$ cat src/rtl/sipo_rx.sv
// sipo_rx -- serial-in, parallel-out word receiver.
//
// Reassembles WIDTH-bit words from an MSB-first bit stream. Each accepted
// bit (si_vld=1) is shifted in; si_start marks the first bit of a word.
// Completed words land in a holding register with a valid/ready handshake.
// Framing errors (start inside a word, data outside a word) and overruns
// (word completed while the holding register is still full) are reported
// as single-cycle pulses.
//
// Ports:
//   clk       in   clock, rising edge
//   rst       in   asynchronous active-high reset
//   si        in   serial data bit, MSB first
//   si_vld    in   qualifies si, one bit accepted per valid cycle
//   si_start  in   si carries the first (MSB) bit of a word
//   dout      out  last completed word, bit WIDTH-1 = first received bit
//   dout_vld  out  dout holds an unconsumed word
//   dout_rdy  in   consumer takes dout when dout_vld & dout_rdy
//   frame_err out  one-cycle pulse on a framing violation
//   overrun   out  one-cycle pulse when a completed word is dropped
module sipo_rx #(
    parameter int WIDTH = 4
) (
    input  logic             clk,
    input  logic             rst,
    input  logic             si,
    input  logic             si_vld,
    input  logic             si_start,
    output logic [WIDTH-1:0] dout,
    output logic             dout_vld,
    input  logic             dout_rdy,
    output logic             frame_err,
    output logic             overrun
);

    localparam int CNT_W = $clog2(WIDTH + 1);
    // Counter value before the bit that completes a word.
    localparam logic [CNT_W-1:0] LAST = CNT_W'(WIDTH - 1);

    typedef enum logic [0:0] {
        IDLE  = 1'b0,
        SHIFT = 1'b1
    } state_t;

    state_t             state, state_nxt;
    logic [WIDTH-1:0]   sr, sr_nxt;
    logic [CNT_W-1:0]   cnt, cnt_nxt;
    logic [WIDTH-1:0]   word;
    logic               word_done;
    logic               ferr_set;

    // Next-state logic for the framing FSM and shift path.
    always_comb begin
        state_nxt = state;
        sr_nxt    = sr;
        cnt_nxt   = cnt;
        word      = {sr[WIDTH-2:0], si};
        word_done = 1'b0;
        ferr_set  = 1'b0;

        if (si_vld) begin
            if (si_start) begin
                // A start inside a word abandons the partial word and
                // restarts with this bit as the new MSB.
                ferr_set  = (state == SHIFT);
                sr_nxt    = {{(WIDTH-1){1'b0}}, si};
                cnt_nxt   = CNT_W'(1);
                state_nxt = SHIFT;
            end else if (state == IDLE) begin
                ferr_set = 1'b1;
            end else begin
                sr_nxt = word;
                if (cnt == LAST) begin
                    word_done = 1'b1;
                    cnt_nxt   = '0;
                    state_nxt = IDLE;
                end else begin
                    cnt_nxt = cnt + CNT_W'(1);
                end
            end
        end
    end

    always_ff @(posedge clk or posedge rst) begin
        if (rst) begin
            state <= IDLE;
            sr    <= '0;
            cnt   <= '0;
        end else begin
            state <= state_nxt;
            sr    <= sr_nxt;
            cnt   <= cnt_nxt;
        end
    end

    // Output holding register. A completing word may replace dout only if
    // the slot is empty or is being consumed in the same cycle.
    always_ff @(posedge clk or posedge rst) begin
        if (rst) begin
            dout      <= '0;
            dout_vld  <= 1'b0;
            frame_err <= 1'b0;
            overrun   <= 1'b0;
        end else begin
            frame_err <= ferr_set;
            overrun   <= 1'b0;
            if (word_done) begin
                if (!dout_vld || dout_rdy) begin
                    dout     <= word;
                    dout_vld <= 1'b1;
                end else begin
                    overrun <= 1'b1;
                end
            end else if (dout_vld && dout_rdy) begin
                dout_vld <= 1'b0;
            end
        end
    end

endmodule

$ cat config.mk
export PLATFORM = sky130hd
export DESIGN_NAME = sipo_rx
export DESIGN_NICKNAME = d
export VERILOG_FILES = /design/src/rtl/sipo_rx.sv
export SDC_FILE = /design/constraint.sdc
export NUM_CORES = 1
export LEC_CHECK = 0
export BUFFER_PORTS_ARGS = -buffer_cell sky130_fd_sc_hd__buf_4
export CAP_MARGIN = 15
export CORE_AREA = 4 4 41 43
export CTS_CLUSTER_SIZE = 16
export DETAILED_ROUTE_END_ITERATION = 6
export DIE_AREA = 0 0 45 47
export GPL_TIMING_DRIVEN = 0
export PLACE_DENSITY_LB_ADDON = 0.2
export SYNTH_ARGS = -nofsm -noshare
export SYNTH_HDL_FRONTEND = slang
export SYNTH_SLANG_ARGS = --single-unit
$ cat constraint.sdc
create_clock -name clk -period 1.7 [get_ports clk]
set_input_delay 0.085 -clock clk [delete_from_list [all_inputs] [get_ports clk]]
set_output_delay 0.085 -clock clk [all_outputs]
set_load 0.02 [all_outputs]
== Yosys cells after proc, flatten, opt, wreduce, memory -nomap -nowiden ==
Cells that the tools add are included.
W data, S select, Z words.
Operators by class
  add/subtract/negate cells: 1
  equal/unequal tests: 2
  mux-type cells: 20
  reduce and logical (&&, ||, !) cells: 8
Operators with widths (count)
  $mux W1: 15
  $mux W3: 5
  $reduce_and A2 Y1: 3
  $reduce_bool A2 Y1: 2
  $add A3 B1 Y3 const B: 1
  $eq A3 B2 Y1 const B: 1
  $ne A2 B1 Y1 const B: 1
  $logic_and A1 B1 Y1: 1
  $logic_not A1 Y1: 1
  $logic_or A1 B1 Y1: 1
Storage, ports and cells
  register bits after elaboration: 14
  input port bits: 6
  logic and storage cells: 38

== Logic depth before layout (Yosys ltp) ==
  depth after elaboration: 7
  mapped depth: 6

== Worst setup path after synthesis ==
No wires, ideal clock.
  kind: register -> register
  start point: reg cnt[0]
  end point: reg dout[0]
  setup time: 0.125 ns
  arrival time: 1.301 ns
  required time: 1.575 ns
  path slack: 0.274 ns
  cell stages (with the launch flop): 5
  path buffers: 0
  path through: dfrtp_1 ha_1 nand3b_4 nor4b_4 mux2_2
On the way
  word-level cells in the longest chain between the ends: 6
RTL lines
  from (decl): line 47  | logic [CNT_W-1:0] cnt, cnt_nxt;
  from (signal assigned): line 92  | cnt <= cnt_nxt;
  $eq A3 B2 Y1: line 73  | if (cnt == LAST) begin
  $mux W1: line 73
  $mux W1: line 69  | end else if (state == IDLE) begin
  $mux W1: line 62  | if (si_start) begin
  $mux W1: line 61  | if (si_vld) begin
  $reduce_and A2 Y1 (no line)
  to (signal assigned): line 109  | dout <= word;
  to (decl): line 29  | output logic [WIDTH-1:0] dout,
Every way passes these cells.
A chain may end at the register's enable or synchronous reset.

== Final worst setup path ==
  start point: reg cnt[0]
  end point: reg dout[3]
Same word-level chain as after synthesis.

==> impl_metrics.json <==
{
  "power_density_nw_per_um2": 1420,
  "nNetsFinal": 74,
  "synth_mux_area_share_pct": 11.2,
  "cts-root-buf": "clkbuf_4",
  "finalSetupTns_ns": 0,
  "cts.sink_count": 14,
  "port_buffers": 12,
  "grt_max_degree": 15,
  "area_delta_synth_final_pct": 23.4,
  "die_h_microns": 47,
  "setup_viol": 0,
  "synth-simple-area-share_pct": 18.0,
  "rows": 13,
  "worst_ep_required_time_ns": 1.86,
  "seq_area_frac_synth_pct": 58.1,
  "drcViolationCount": 0,
  "drt_pass1_iterations": 2,
  "htreeDepth": 1,
  "rsz0062_at_grt": "false",
  "multiInputGateArea_sq_um": 238,
  "synth.distinct_cells": 15,
  "num_vias": 397,
  "placed_cell_area_sq_um": 712,
  "end_kind": "flip-flop",
  "syn-instance-count": 48,
  "pwr-share-clk_pct": 17.0,
  "hpwlAfterDp_microns": 747,
  "antenna_found_initial": 0,
  "wl_per_cell_microns": 11.8,
  "static-leakage-power_nw": 0.391,
  "grt_pass1_wl_microns": 1630,
  "ir_worst_vdd_uv": 651,
  "cap_violations": 0,
  "cts_tree": "built",
  "pwr-share-seq_pct": 46.3,
  "yosys_warnings": 0,
  "slew_viol_final": 0,
  "grt_use_total_pct": 10.8,
  "antenna_cells": 0,
  "clock_latency_ns": 0.27,
  "wl_microns": 933,
  "p_int_mw": 0.706,
  "fin_skew_ns": 0.00267,
  "min_path_type": "in2reg",
  "crit_fanout": 4,
  "synth_fp_nets": 56,
  "drtAntennaViolNets": 0,
  "synth_top_family_by_area": "simple AND/OR/NAND/NOR gates",
  "switching_share_pct": 33.1,
  "die_width_microns": 45,
  "outcome": "complete, no violations",
  "synth-compound-area-share_pct": 6.02,
  "drive_gt1_share_pct": 35.9,
  "ys_ff_latch": 14,
  "clkTransAtPathRegs_ns": 0.08,
  "fp.coreArea_sq_um": 1300,
  "fp.dieArea_sq_um": 2120,
  "numCtsBuffers": 3,
  "post_synth.cell_area_avg_sq_um": 12.6,
  "worstSetupPathType": "reg2reg",
  "seqCellArea_sq_um": 350,
  "place_congestion": 0.757,
  "initial_utilization_pct": 46.3,
  "drt-initial-drc-count": 3,
  "fillerInstances": 123,
  "p_sw_mw": 0.350,
  "postLayoutCellArea_sq_um": 744,
  "finalHoldViolations": 0,
  "synth_xor_area_share_pct": 0,
  "overflow": 0,
  "grt_pass1_vias": 388,
  "slew_headroom_pct": 64.7,
  "via_per_inst": 5.03,
  "clock.fmax_mhz": 642,
  "cp-start-kind": "flip-flop",
  "syn_area_sq_um": 603,
  "worstPathArrival_ns": 1.72,
  "worstMarginPinSlew_ns": 0.530,
  "top_level_ports": 13,
  "min_period_over_period_pct": 91.7,
  "yosys.area_share.adder_pct": 4.15,
  "cts_buffer_depth": 2,
  "p_comb_share_pct": 36.7,
  "period_needed_ns": 1.56,
  "whs_ns": 0.0499
}
cells in the final DEF (no fill, tap or decap):
| master | count |
|---|---|
| dfrtp_1 | 14 |
| buf_4 | 12 |
| nand2_1 | 7 |
| mux2_2 | 6 |
| o21ai_0 | 4 |
| inv_1 | 3 |
| clkbuf_4 | 3 |
| nand2b_1 | 2 |
| nor2b_1 | 2 |
| nor2_1 | 2 |
| ha_1 | 2 |
| nand3b_4 | 1 |
| nor4b_4 | 1 |
| clkbuf_1 | 1 |
| or3_1 | 1 |
| o21a_1 | 1 |
| a22o_1 | 1 |
| dlygate4sd3_1 | 1 |
power groups by stage:
stage | clock, mW | combinational [mW] | sequential (mW)
global route | 0.198 | 0.434 | 0.509
global placement | 0 | 0.381 | 0.494
finish | 0.179 | 0.387 | 0.489
floorplan | 0 | 0.190 | 0.555
CTS | 0.186 | 0.395 | 0.491
detailed placement | 0 | 0.393 | 0.496
synth_stat cells:
cell | count | area share, %
mux2_2 | 6 | 11
ha_1 | 2 | 4.1
inv_1 | 3 | 1.9
nor2_1 | 2 | 1.2
nor2b_1 | 2 | 2.1
nor4b_4 | 1 | 3.9
dfrtp_1 | 14 | 58
o21a_1 | 1 | 1.2
nand3b_4 | 1 | 3.3
clkbuf_1 | 1 | 0.62
nand2b_1 | 2 | 2.1
or3_1 | 1 | 1.0
nand2_1 | 7 | 4.4
o21ai_0 | 4 | 3.3
a22o_1 | 1 | 1.5
layout make-up:
type,count,area share (%)
multi-input combinational,30,31.9
timing repair buffer,13,13.4
clock buffer,3,3.03
buffer,1,0.504
sequential,14,47.1
tap,15,2.52
inverter,3,1.51
cell families (layout without fill, tap and decap cells):
logic type / Yosys count / count (layout)
flops: 14 / 14
compound gates: 6 / 6
simple gates: 16 / 16
buf+inv: 4 / 20
mux: 6 / 6
fa+ha+maj: 2 / 2
path summary, 6_finish.rpt:
kind / depth (start not counted) / to / from / slack [ns]
min in group asynchronous: 3 / dout_vld / rst / 0.40
max in group asynchronous: 3 / cnt[1] / rst / 0.95
worst max-delay path: 4 / dout[3] / cnt[0] / 0.14
worst min register to register: 2 / sr[2] / sr[2] / 0.49
worst max register to register: 4 / dout[3] / cnt[0] / 0.14
worst min-delay path: 2 / sr[0] / si / 0.05
critical path, cell delays in order (launching register included):
cell	delay [ns]
dfrtp_1	0.36
ha_1	0.23
nand3b_4	0.11
nor4b_4	0.35
mux2_2	0.39
flip-flops by register name, summed over array words and instances, names as in the netlist:
signal / count
sr: 3
frame_err: 1
dout: 4
state: 1
cnt: 3
dout_vld: 1
overrun: 1
layer usage:
layer	routed length [microns]	up-vias	global-route usage [%]	share of wire [%]
met2	448	11	17.2	48
li1	-	195	-	-
met5	0	-	0	0
met4	8	0	7.02	0.86
met3	82	2	3.07	8.8
met1	395	189	12.8	42
through the flow:
stage / worst slack [ns] / utilization (%) / cells / power, mW
floorplan: 0.274 / - / 48 / 0.745
finish: 0.141 / 57.2 / 79 / 1.06
detailed placement: 0.138 / 54.7 / 75 / 0.890
CTS: 0.127 / 57.2 / 79 / 1.07
global placement: 0.156 / 54.7 / 75 / 0.874
global route: 0.0352 / 57.2 / 79 / 1.14
what timing repair did:
action	CTS	global route
resized for setup	0	0
hold buffers	1	0
buffers inserted	0	0
endpoints found under the hold margin	14	0
(Power assumes the default switching activity.)
